File: src/rtl/uart_tx_tick_if.sv
// Producer-side handshake for the tick-driven UART transmitter.
// The producer is master; the transmitter is slave.
interface uart_tx_tick_if #(
  parameter int DBITS = 8
);
  logic             tx_start;
  logic [DBITS-1:0] din;
  logic             busy;
  logic             tx_done_tick;

  modport master (
    output tx_start,
    output din,
    input  busy,
    input  tx_done_tick
  );

  modport slave (
    input  tx_start,
    input  din,
    output busy,
    output tx_done_tick
  );
endinterface

File: src/rtl/uart_tx_tick.sv
// UART transmitter paced by a 16x oversample enable (s_tick).
// Frame: start bit, DBITS data bits LSB first, SB_TICK/16 stop bits.
module uart_tx_tick #(
  parameter int DBITS   = 8,
  parameter int SB_TICK = 16
) (
  input  logic           clk,
  input  logic           rst,
  input  logic           s_tick,
  output logic           tx,
  uart_tx_tick_if.slave  bus
);

  typedef enum logic [1:0] {
    IDLE,
    START,
    DATA,
    STOP
  } state_t;

  localparam int SW = (SB_TICK > 16) ? $clog2(SB_TICK) : 4;
  localparam int NW = (DBITS > 1) ? $clog2(DBITS) : 1;

  localparam logic [SW-1:0] S_LAST  = SW'(15);
  localparam logic [SW-1:0] SB_LAST = SW'(SB_TICK - 1);
  localparam logic [NW-1:0] N_LAST  = NW'(DBITS - 1);

  state_t           state, state_n;
  logic [SW-1:0]    s_cnt, s_cnt_n;
  logic [NW-1:0]    n_cnt, n_cnt_n;
  logic [DBITS-1:0] b_reg, b_reg_n;
  logic [DBITS-1:0] b_shift;
  logic             tx_reg, tx_reg_n;
  logic             done;

  assign b_shift = b_reg >> 1;

  always_ff @(posedge clk) begin
    if (rst) begin
      state  <= IDLE;
      s_cnt  <= '0;
      n_cnt  <= '0;
      b_reg  <= '0;
      tx_reg <= 1'b1;
    end else begin
      state  <= state_n;
      s_cnt  <= s_cnt_n;
      n_cnt  <= n_cnt_n;
      b_reg  <= b_reg_n;
      tx_reg <= tx_reg_n;
    end
  end

  always_comb begin
    state_n  = state;
    s_cnt_n  = s_cnt;
    n_cnt_n  = n_cnt;
    b_reg_n  = b_reg;
    tx_reg_n = tx_reg;
    done     = 1'b0;
    unique case (state)
      IDLE: begin
        if (bus.tx_start) begin
          b_reg_n  = bus.din;
          s_cnt_n  = '0;
          state_n  = START;
          tx_reg_n = 1'b0;
        end
      end
      START: begin
        if (s_tick) begin
          if (s_cnt == S_LAST) begin
            s_cnt_n  = '0;
            n_cnt_n  = '0;
            state_n  = DATA;
            tx_reg_n = b_reg[0];
          end else begin
            s_cnt_n = s_cnt + 1'b1;
          end
        end
      end
      DATA: begin
        if (s_tick) begin
          if (s_cnt == S_LAST) begin
            s_cnt_n = '0;
            b_reg_n = b_shift;
            if (n_cnt == N_LAST) begin
              state_n  = STOP;
              tx_reg_n = 1'b1;
            end else begin
              n_cnt_n  = n_cnt + 1'b1;
              tx_reg_n = b_shift[0];
            end
          end else begin
            s_cnt_n = s_cnt + 1'b1;
          end
        end
      end
      STOP: begin
        if (s_tick) begin
          if (s_cnt == SB_LAST) begin
            s_cnt_n = '0;
            state_n = IDLE;
            done    = 1'b1;
          end else begin
            s_cnt_n = s_cnt + 1'b1;
          end
        end
      end
      default: begin
        state_n = IDLE;
      end
    endcase
  end

  assign tx               = tx_reg;
  assign bus.busy         = (state != IDLE);
  assign bus.tx_done_tick = done;

endmodule

File: src/flat_wrapper.sv
// flat-port wrapper written by rule: the top's interface ports become plain ports
module uart_tx_tick_flat 
#(
  parameter int DBITS   = 8,
  parameter int SB_TICK = 16
)
  (clk, rst, s_tick, tx, bus_tx_start, bus_din, bus_busy, bus_tx_done_tick);
  uart_tx_tick_if #(.DBITS(DBITS)) bus_i ();
  input  logic clk;
  input  logic rst;
  input  logic s_tick;
  output logic tx;
  input wire logic [$bits(bus_i.tx_start)-1:0] bus_tx_start;
  input wire logic [$bits(bus_i.din)-1:0] bus_din;
  output wire logic [$bits(bus_i.busy)-1:0] bus_busy;
  output wire logic [$bits(bus_i.tx_done_tick)-1:0] bus_tx_done_tick;
  assign bus_i.tx_start = bus_tx_start;
  assign bus_i.din = bus_din;
  assign bus_busy = bus_i.busy;
  assign bus_tx_done_tick = bus_i.tx_done_tick;
  uart_tx_tick #(.DBITS(DBITS), .SB_TICK(SB_TICK)) u_core (.clk(clk), .rst(rst), .s_tick(s_tick), .tx(tx), .bus(bus_i));
endmodule
File: config.mk
export PLATFORM = sky130hd
export DESIGN_NAME = uart_tx_tick_flat
export DESIGN_NICKNAME = d
export VERILOG_FILES = /design/src/rtl/uart_tx_tick_if.sv /design/src/rtl/uart_tx_tick.sv /design/src/flat_wrapper.sv
export SDC_FILE = /design/constraint.sdc
export NUM_CORES = 1
export LEC_CHECK = 0
export CAP_MARGIN = 10
export CORE_ASPECT_RATIO = 0.9
export CORE_UTILIZATION = 53
export DETAILED_ROUTE_END_ITERATION = 6
export GPL_ROUTABILITY_DRIVEN = 0
export MAX_ROUTING_LAYER = met4
export PLACE_DENSITY = 0.78
export SETUP_SLACK_MARGIN = 0.05
export SLEW_MARGIN = 20
export SYNTH_ARGS = -nofsm -noshare
export SYNTH_HDL_FRONTEND = slang
export SYNTH_SLANG_ARGS = --single-unit
export TNS_END_PERCENT = 20
File: constraint.sdc
create_clock -name clk -period 1.9 [get_ports clk]
set_input_delay 0.38 -clock clk [delete_from_list [all_inputs] [get_ports clk]]
set_output_delay 0.38 -clock clk [all_outputs]
set_load 0.1 [all_outputs]
==> summary.log, run 1 <==
qor: outcome.run_status finished clean
qor: synth.synthesis.area 1080 sq um
qor: setup_path.cp_top_family flip-flops
qor: sta.finalClockSkew 3.68 ps
qor: floorplan.dieHeight 44.8 microns
qor: synth.synth_fp_nets 142
qor: job.max_cap_viol_count 0
qor: setup_path.stage_delay_of_the_slowest_cell_on_the_critical_path 370 ps
qor: setup_path.path_cells ha_2, nand4_1, nor2_4, buf_12
qor: sta.postLayoutSetupSlackWorst 128 ps
qor: cells_and_area.fillers 167
qor: cells_and_area.antennaDiodeCount 0
qor: sta.finalSetupViolations 0
qor: route.final_antenna_net_count 0
qor: cells_and_area.finish.utilization 73.0%
qor: synth.dominantRegCellSynth sky130_fd_sc_hd__dfxtp_1
qor: synth.synth-edff-count 0
qor: synth.synth-simple-area-share 19.6%
qor: synth.synthesized_area_fraction_occupied_by_ao_oa_aoi_and_oai_cells 20.3%
qor: setup_path.cp_slowest_cell sky130_fd_sc_hd__dfxtp_2
qor: power.power_per_unit_of_standard_cell_area 1370 nW/um^2
qor: sta.maxClockFrequency 564 MHz
qor: synth.syn_avg_cell_area 9.01 sq um
qor: floorplan.placementRows 15
qor: setup_path.critical_path_class flop to output pin
qor: clock_tree.clock_tree.root_cell sky130_fd_sc_hd__clkbuf_4
qor: route.first_pass_iters 4
qor: synth.synthDominantCellAreaShare 33.3%
qor: placed_design.hpwl 1530 microns
qor: synth.synthTopCellsByCount sky130_fd_sc_hd__dfxtp_1 (18), sky130_fd_sc_hd__nor2_1 (12), sky130_fd_sc_hd__mux2i_1 (11)
qor: route.detail_route.iter0.violations 22
qor: route.dr_wl_cell 12.7 microns
qor: setup_path.critPathMaxFanout 4
qor: floorplan.core_region 1910 sq um
qor: route.route.detailed.vias_per_inst 5.49
qor: setup_path.critPathArrivalTime 1390 ps
qor: sta.grt_setup_unrepaired true
qor: route.remaining_drc_errors 0
qor: placed_design.place_worst_setup_slack 8.84 ps
qor: cells_and_area.largest_reg_flops 8
qor: sta.finalSetupTns 0 ps
qor: setup_path.worst_setup_path_end_kind output pin
qor: synth.synth-adder-area-share 11.6%
qor: synth.synth_seq_area_share 33.3%
qor: clock_tree.postCtsHoldBufs 0
qor: synth.ys_types 28
qor: clock_tree.cts_tree done
qor: setup_path.critPathLaunchType flop
qor: sta.fin_worst_hold_slack 489 ps
qor: floorplan.initial_core_utilization 56.5%
qor: synth.synth.area.top_cells sky130_fd_sc_hd__dfxtp_1 (33%), sky130_fd_sc_hd__ha_1 (12%), sky130_fd_sc_hd__mux2i_1 (10%)
qor: clock_tree.post_cts_clock_slew_at_the_launch_and_capture_registers_of_the_worst_setup_and_hold_paths 110 ps
qor: floorplan.top_level_ports 15
qor: synth.synthCells 120
qor: global_route.global_route.overflow_total 0
qor: global_route.globalRouteTotalUtil 20.8%
qor: clock_tree.cts-buffers-inserted 3
qor: sta.maxSlewViolCount 0
qor: sta.final-hold-violation-count 0
qor: synth.synth_async_sr_flop_share 0%
qor: synth.synthesized_flop_and_latch_total 18
qor: synth.synth_top_family_by_area compound AO/OA/AOI/OAI gates
qor: synth.multiplexer_share_of_the_synthesized_area 10.2%
qor: global_route.grt_pass1_vias 796
qor: synth.library_cell_with_the_highest_instance_count_after_synthesis sky130_fd_sc_hd__dfxtp_1
qor: cells_and_area.final_nets 169
qor: floorplan.fp.dieArea 2220 sq um
qor: route.via_count 939
qor: clock_tree.clock-sinks 18
qor: clock_tree.cts_max_level 1
qor: power.max-vdd-ir-drop 0.884 mV
qor: sta.layout_min_cycle_time 1770 ps
qor: global_route.grt_max_degree 16
qor: synth.synth_xor_xnor_area_share 0%
qor: power.power.static_leakage 0.552 nW
qor: cells_and_area.syn_to_final_growth 29.3%
qor: route.wl 2170 microns
qor: clock_tree.clock_insertion_delay_worst_skew 300 ps
qor: synth.ys.warnings.count 0
qor: min_path.worstHoldPathType flop to flop
qor: sta.fin_crit_sh 93.2%
qor: sta.slew_headroom 77.3%
qor: setup_path.critPathRequiredTime 1520 ps
qor: synth.synth_largest_area_cell sky130_fd_sc_hd__dfxtp_1
qor: cells_and_area.drive_above_1_share 20.5%
qor: clock_tree.ctsLongestPathBuffers 2
qor: sta.worst-slew-pin-transition 338 ps
qor: floorplan.die_x 49.6 microns
qor: setup_path.cp.buffers_inverters 1
qor: placed_design.port-buffer-count 14
qor: global_route.antenna_found_initial 0
qor: global_route.global_route_wire_length_before_repair 3390 microns
cell families after synthesis:
family,after synthesis
AO/OA/AOI/OAI,30
adder cells (fa/ha/maj),10
buffers and inverters,12
flip-flops,18
multiplexers,11
AND/OR/NAND/NOR,39
final timing paths:
| kind | from | end | slack, ps | depth (start not counted) |
|---|---|---|---|---|
| worst min register to register | u_core.b_reg[7]$_SDFFE_PP0P_ | u_core.b_reg[7]$_SDFFE_PP0P_ | 490 | 2 |
| worst max-delay path | u_core.s_cnt[0]$_SDFFE_PP0P_ | bus_tx_done_tick | 130 | 4 |
| worst min-delay path | u_core.b_reg[7]$_SDFFE_PP0P_ | u_core.b_reg[7]$_SDFFE_PP0P_ | 490 | 2 |
| worst max register to register | u_core.state[0]$_SDFFE_PP0P_ | u_core.b_reg[4]$_SDFFE_PP0P_ | 180 | 7 |
per-layer routing:
metal | vias to the layer above | part of all wire [%] | global-route usage [%] | wire (microns)
li1 | 486 | - | - | -
met1 | 432 | 50 | 25.5 | 1090
met2 | 19 | 45 | 33.8 | 965
met3 | 2 | 4.6 | 6.06 | 100
met4 | 0 | 0.69 | 5.14 | 15
met5 | - | 0 | - | 0
where the power goes:
group          switching [mW]  internal [mW]  leakage [nW]
Clock                   0.124          0.117        0.0210
Sequential             0.0685          0.486         0.149
Combinational           0.638          0.478         0.382
Total                   0.830           1.08         0.552
cells in the final DEF (no fill, tap or decap), drive strengths merged, types with 2 or more instances in the layout:
master / n
o21ai: 5
o21bai: 2
nand2: 6
a211o: 2
buf: 16
clkdlybuf4s50: 10
dfxtp: 18
ha: 10
nor2: 12
clkbuf: 4
nand2b: 7
a211oi: 7
nand4b: 4
nand3: 3
inv: 7
o31ai: 2
a21oi: 9
nor2b: 3
mux2i: 11
layout make-up:
class	count	area [sq um]	share of cell area, %
Inverter	7	26.3	1.88
Clock buffer	4	36.3	2.60
Sequential cell	18	364	26.1
Timing Repair Buffer	27	262	18.7
Multi-Input combinational cell	90	678	48.5
Tap cell	25	31.3	2.24
metrics by stage:
| stage | instances | instance area [sq um] | power [mW] |
|---|---|---|---|
| 2_1_floorplan | 120 | 1090 | 1.34 |
| 3_3_place_gp | 163 | 1320 | 1.57 |
| 3_5_place_dp | 163 | 1320 | 1.60 |
| 4_1_cts | 168 | 1360 | 1.84 |
| 5_1_grt | 171 | 1400 | 2.03 |
| 6_report | 171 | 1400 | 1.91 |
worst reg2reg max path, stage by stage (launching register included):
cell and delay [ps]:
sky130_fd_sc_hd__dfxtp_2 380, sky130_fd_sc_hd__inv_1 100, sky130_fd_sc_hd__ha_1 260, sky130_fd_sc_hd__nand2b_1 170
sky130_fd_sc_hd__a221oi_2 290, sky130_fd_sc_hd__buf_6 190, sky130_fd_sc_hd__nor2_1 50, sky130_fd_sc_hd__a211oi_1 210
repair_timing:
item | CTS | global route
setup buffers | 1 | 3
pin swaps | 1 | 2
endpoints found under the setup margin | 2 | 9
resized for setup | 0 | 7
Power figures use the tool's default switching activity.
==> inputs of run 2 (changes only) <==
Settings changed: CORE_ASPECT_RATIO 0.9 to not set.
==> run 2 against run 1 <==
Non-clock buffer count fell by 2. Flip-flop and latch count did not move. Highest routed layer unchanged. Sequential power fell by 0.7%. Clock power rose by 2%. Die area barely moved. Largest cell class unchanged. Critical path type is now input port to output pin. Clock skew rose by 2.7 ps. Critical endpoint unchanged. First-iteration DRC count rose by 55%. Total power fell by 2.2%. Largest power group unchanged. Global-route usage rose by 3.2 points. Via count rose by 1.4%.
==> summary.log, run 2 (same netlist as run 1, synthesis figures left out) <==
qor: cells_and_area.largest_reg_flops 8
qor: sta.worst-slew-pin-transition 394 ps
qor: clock_tree.post_cts_clock_slew_at_the_launch_and_capture_registers_of_the_worst_setup_and_hold_paths 110 ps
qor: power.max-vdd-ir-drop 0.945 mV
qor: global_route.antenna_found_initial 0
qor: outcome.run_status finished clean
qor: setup_path.cp_top_family buffers and inverters
qor: setup_path.path_depth 4
qor: setup_path.register_to_register_path_depth 7
qor: route.detail_route.iter0.violations 34
qor: sta.grt_setup_unrepaired true
qor: route.via_count 952
qor: setup_path.path_cells clkdlybuf4s50_1, nand4_1, nor2_4, buf_12
qor: global_route.globalRouteTotalUtil 23.9%
qor: route.dr_wl_cell 13.4 microns
qor: clock_tree.clock_tree.root_cell sky130_fd_sc_hd__clkbuf_4
qor: cells_and_area.layout_common_cells sky130_fd_sc_hd__dfxtp_1 (16), sky130_fd_sc_hd__mux2i_1 (11), sky130_fd_sc_hd__nor2_1 (11), sky130_fd_sc_hd__clkdlybuf4s50_1 (11), sky130_fd_sc_hd__buf_4 (11)
qor: floorplan.die_x 47.2 microns
qor: route.wl 2270 microns
qor: global_route.grt_max_degree 16
qor: global_route.global_route.overflow_total 0
qor: global_route.global_route_wire_length_before_repair 3590 microns
qor: setup_path.r2r-start u_core.state[1]$_SDFFE_PP0P_
qor: setup_path.critPathArrivalTime 1460 ps
qor: placed_design.port-buffer-count 14
qor: cells_and_area.syn_to_final_growth 27.3%
qor: sta.fin_crit_sh 96.6%
qor: floorplan.core_region 1820 sq um
qor: power.power_per_unit_of_standard_cell_area 1360 nW/um^2
qor: sta.maxSlewViolCount 0
qor: cells_and_area.drive_above_1_share 18.1%
qor: route.route.detailed.vias_per_inst 5.63
qor: sta.slew_headroom 73.6%
qor: cells_and_area.antennaDiodeCount 0
qor: setup_path.worst_setup_path_end_kind output pin
qor: cells_and_area.final_nets 167
qor: setup_path.stage_delay_of_the_slowest_cell_on_the_critical_path 530 ps
qor: global_route.grt_pass1_vias 850
qor: setup_path.cp_slowest_cell sky130_fd_sc_hd__clkdlybuf4s50_1
qor: clock_tree.cts_tree done
qor: setup_path.destination_of_the_critical_timing_path bus_tx_done_tick
qor: sta.maxClockFrequency 545 MHz
qor: clock_tree.cts_max_level 1
qor: setup_path.ff2ff_setup_slack 160 ps
qor: setup_path.critPathLaunchType input port
qor: route.first_pass_iters 4
qor: setup_path.rr_endpoint u_core.b_reg[3]$_SDFFE_PP0P_
qor: placed_design.hpwl 1720 microns
qor: setup_path.critical_path_class input port to output pin
qor: sta.postLayoutSetupSlackWorst 64.0 ps
qor: clock_tree.postCtsHoldBufs 0
qor: route.remaining_drc_errors 0
qor: setup_path.crit_path_start s_tick
qor: clock_tree.clock-sinks 18
qor: setup_path.critPathRequiredTime 1520 ps
qor: power.power.static_leakage 0.534 nW
qor: sta.finalSetupViolations 0
qor: cells_and_area.final_common_cell sky130_fd_sc_hd__dfxtp_1
qor: power.finalPower 1.87 mW
qor: floorplan.dieHeight 47.2 microns
qor: sta.finalSetupTns 0 ps
qor: setup_path.critPathMaxFanout 4
qor: floorplan.placementRows 15
qor: sta.layout_min_cycle_time 1840 ps
qor: floorplan.top_level_ports 15
qor: min_path.worstHoldPathType flop to flop
qor: sta.final-hold-violation-count 0
qor: route.final_antenna_net_count 0
qor: clock_tree.clock_insertion_delay_worst_skew 300 ps
qor: sta.finalClockSkew 6.37 ps
qor: floorplan.initial_core_utilization 59.4%
qor: floorplan.fp.dieArea 2220 sq um
qor: placed_design.place_worst_setup_slack 8.31 ps
qor: job.max_cap_viol_count 0
qor: clock_tree.cts-buffers-inserted 3
qor: setup_path.cp.buffers_inverters 2
qor: clock_tree.ctsLongestPathBuffers 2
==> run 2: how the worst min path moves through the flow <==
stage                                            start                      endpoint  cells past startpoint
after floorplan           u_core.b_reg[7]$_SDFFE_PP0P_  u_core.b_reg[7]$_SDFFE_PP0P_                      2
after global placement    u_core.b_reg[7]$_SDFFE_PP0P_  u_core.b_reg[7]$_SDFFE_PP0P_                      2
after detailed placement  u_core.b_reg[7]$_SDFFE_PP0P_  u_core.b_reg[7]$_SDFFE_PP0P_                      2
after CTS                 u_core.b_reg[7]$_SDFFE_PP0P_  u_core.b_reg[7]$_SDFFE_PP0P_                      2
after global routing      u_core.s_cnt[1]$_SDFFE_PP0P_  u_core.s_cnt[1]$_SDFFE_PP0P_                      2
final                     u_core.s_cnt[0]$_SDFFE_PP0P_  u_core.s_cnt[0]$_SDFFE_PP0P_                      2
==> run 2: metrics by stage <==
step                      hold slack [ps]  cells  instance area [sq um]  util [%]
after floorplan                       446    120                   1090         -
after global placement                458    164                   1320      72.7
after detailed placement              481    164                   1320      72.7
after CTS                             496    169                   1370      75.1
after global routing                  526    169                   1380      75.6
final                                 497    169                   1380      75.6
==> run 2: timing repair <==
action / 4_1_cts / 5_1_grt
endpoints found under the setup margin: 1 / 9
resized for setup: 0 / 4
setup buffers: 1 / 0
pin swaps: 1 / 0
gates cloned: 0 / 0
==> run 2: final cells by class <==
cell class,instances,area (sq um)
inverter,7,26.3
tap,25,31.3
timing repair buffer,25,244
clock buffer,4,36.3
sequential,18,363
multi-input combinational,90,676
fill,139,444
==> run 2: worst min-delay path: stages, from the launching register on <==
cell and delay, ps:
sky130_fd_sc_hd__dfxtp_2 350, sky130_fd_sc_hd__o21ai_0 70, sky130_fd_sc_hd__a21oi_1 60
==> run 2: layer usage <==
metal | vias up | routed length [microns] | track usage [%] | share of wire (%)
met2 | 24 | 1170 | 43.6 | 52
met5 | - | 0 | - | 0
li1 | 484 | - | - | -
met3 | 2 | 75 | 8.08 | 3.3
met1 | 442 | 1010 | 25.3 | 44
met4 | 0 | 15 | 3.43 | 0.66
==> run 2: where the power goes <==
part	switching, mW	leakage, nW	internal, mW	total (mW)
registers	0.0658	0.148	0.485	0.551
clock network	0.128	0.0210	0.117	0.245
logic	0.633	0.364	0.441	1.07
==> inputs of run 3 (changes only) <==
Settings changed: CORE_UTILIZATION 53 to 50, PLACE_DENSITY 0.78 to 0.74, SETUP_SLACK_MARGIN 0.05 to not set, SLEW_MARGIN 20 to 40.
==> run 3 against run 2 <==
Clock power fell by 7%. Non-clock buffer count down 2. Worst hold slack lost 17 ps. Clock skew about the same. Total power fell by 1.6%. Clock-buffer cell count unchanged. Setup slack better by 38 ps. Critical path type unchanged. Largest cell class unchanged. Highest routed layer unchanged.
==> summary.log, run 3 (same netlist as run 1, synthesis figures left out) <==
qor: setup_path.cp_slowest_cell sky130_fd_sc_hd__clkdlybuf4s50_1
qor: sta.layout_min_cycle_time 1800 ps
qor: global_route.global_route_wire_length_before_repair 3780 microns
qor: cells_and_area.stdcell_count 169
qor: cells_and_area.drive_above_1_share 16.2%
qor: clock_tree.cts_max_level 1
qor: outcome.run_status finished clean
qor: sta.finalClockSkew 6.50 ps
qor: clock_tree.cts_tree done
qor: sta.finalSetupViolations 0
qor: floorplan.die_x 48.5 microns
qor: route.detail_route.iter0.violations 27
qor: clock_tree.clock_tree.root_cell sky130_fd_sc_hd__clkbuf_4
qor: sta.postLayoutSetupSlackWorst 102 ps
qor: cells_and_area.final_nets 165
qor: setup_path.critPathArrivalTime 1420 ps
qor: global_route.globalRouteTotalUtil 20.6%
qor: setup_path.stage_delay_of_the_slowest_cell_on_the_critical_path 530 ps
qor: placed_design.hpwl 1680 microns
qor: min_path.worstHoldPathType flop to flop
qor: power.finalPower 1.84 mW
qor: global_route.global_route.overflow_total 0
qor: placed_design.port-buffer-count 14
qor: clock_tree.post_cts_clock_slew_at_the_launch_and_capture_registers_of_the_worst_setup_and_hold_paths 100 ps
qor: floorplan.core_region 2000 sq um
qor: setup_path.rr_endpoint u_core.b_reg[3]$_SDFFE_PP0P_
qor: cells_and_area.multi_input_comb_area 673 sq um
qor: sta.fin_worst_hold_slack 480 ps
qor: floorplan.fp.dieArea 2350 sq um
qor: route.route.detailed.vias_per_inst 5.49
qor: placed_design.place_worst_setup_slack 52.9 ps
qor: sta.grt_setup_unrepaired false
qor: setup_path.path_cells clkdlybuf4s50_1, nand4_1, nor2_4, buf_12
qor: global_route.grt_max_degree 16
qor: sta.finalSetupTns 0 ps
qor: setup_path.critPathRequiredTime 1520 ps
qor: route.final_antenna_net_count 0
qor: global_route.antenna_found_initial 0
qor: clock_tree.ctsLongestPathBuffers 2
qor: route.first_pass_iters 4
qor: sta.slew_headroom 74.7%
qor: route.via_count 927
qor: cells_and_area.antennaDiodeCount 0
qor: clock_tree.clock-sinks 18
qor: clock_tree.clock_insertion_delay_worst_skew 280 ps
qor: sta.maxSlewViolCount 0
qor: sta.maxClockFrequency 556 MHz
qor: cells_and_area.fillers 161
qor: floorplan.top_level_ports 15
qor: route.dr_wl_cell 12.7 microns
qor: floorplan.initial_core_utilization 54.0%
qor: floorplan.dieHeight 48.5 microns
qor: sta.final-hold-violation-count 0
qor: setup_path.critPathLaunchType input port
qor: sta.worst-slew-pin-transition 378 ps
qor: setup_path.r2r-start u_core.state[0]$_SDFFE_PP0P_
qor: setup_path.destination_of_the_critical_timing_path bus_tx_done_tick
qor: setup_path.worst_setup_path_end_kind output pin
qor: route.wl 2150 microns
qor: sta.fin_crit_sh 94.6%
qor: placed_design.count_of_placed_standard_cells_including_taps 164
qor: power.power_per_unit_of_standard_cell_area 1350 nW/um^2
qor: setup_path.critPathMaxFanout 4
qor: setup_path.critical_path_class input port to output pin
qor: route.remaining_drc_errors 0
qor: setup_path.crit_path_start s_tick
qor: floorplan.placementRows 16
qor: setup_path.ff2ff_setup_slack 180 ps
qor: cells_and_area.layout_common_cells sky130_fd_sc_hd__dfxtp_1 (16), sky130_fd_sc_hd__mux2i_1 (11), sky130_fd_sc_hd__nor2_1 (11), sky130_fd_sc_hd__clkdlybuf4s50_1 (11), sky130_fd_sc_hd__ha_1 (10)
qor: cells_and_area.largest_reg_flops 8
qor: cells_and_area.register_area 363 sq um
qor: power.max-vdd-ir-drop 1.28 mV
qor: power.power.static_leakage 0.527 nW
qor: cells_and_area.syn_to_final_growth 25.9%
qor: clock_tree.cts-buffers-inserted 3
qor: job.max_cap_viol_count 0
qor: global_route.grt_pass1_vias 824
qor: setup_path.register_to_register_path_depth 7
qor: cells_and_area.final_common_cell sky130_fd_sc_hd__dfxtp_1
==> run 3: final cells by class <==
cell class | instances | share of cell area [%]
clock buffers | 4 | 2.67
inverters | 7 | 1.93
multi-input cells | 90 | 49.4
flip-flops and latches | 18 | 26.7
well taps | 27 | 2.48
repair buffers | 23 | 16.8
==> run 3: timing repair <==
| action | 4_1_cts | 5_1_grt |
|---|---|---|
| buffers inserted | 0 | 1 |
| resized for setup | 0 | 3 |
| hold buffers | 0 | 0 |
| endpoints found under the setup margin | 0 | 8 |
==> run 3: per-layer routing <==
metal  routed length (microns)  up-vias  GRT usage (%)  share of wire, %
met1                      1040      431           26.9                49
met4                         9        0           4.41              0.42
met3                        61        2           1.89               2.8
met2                      1040       19           35.0                48
li1                          -      475              -                 -
met5                         0        -              -                 0
==> run 3: worst min-delay path by stage <==
stage / slack, ps / startpoint / endpoint / depth (start not counted)
final: 480 / u_core.b_reg[7]$_SDFFE_PP0P_ / u_core.b_reg[7]$_SDFFE_PP0P_ / 2
after global routing: 510 / u_core.b_reg[7]$_SDFFE_PP0P_ / u_core.b_reg[7]$_SDFFE_PP0P_ / 2
after CTS: 490 / u_core.b_reg[7]$_SDFFE_PP0P_ / u_core.b_reg[7]$_SDFFE_PP0P_ / 2
after detailed placement: 470 / u_core.b_reg[7]$_SDFFE_PP0P_ / u_core.b_reg[7]$_SDFFE_PP0P_ / 2
after global placement: 450 / u_core.b_reg[7]$_SDFFE_PP0P_ / u_core.b_reg[7]$_SDFFE_PP0P_ / 2
after floorplan: 450 / u_core.b_reg[7]$_SDFFE_PP0P_ / u_core.b_reg[7]$_SDFFE_PP0P_ / 2
==> run 3: report_power, final <==
group | leakage, nW | internal (mW) | switching, mW
Sequential | 0.148 | 0.486 | 0.0704
Clock | 0.0210 | 0.116 | 0.113
Combinational | 0.357 | 0.431 | 0.623
==> run 3: worst max-delay path: cells and delay by family <==
kind / cells / cell delay [ps]
AND/OR/NAND/NOR: 2 / 330
buffers and inverters: 2 / 710
==> run 3: stage by stage <==
stage	utilization, %	area, sq um
finish	68.0	1360
CTS	67.3	1350
detailed placement	65.5	1310
floorplan	-	1090
global placement	65.5	1310
global route	68.0	1360
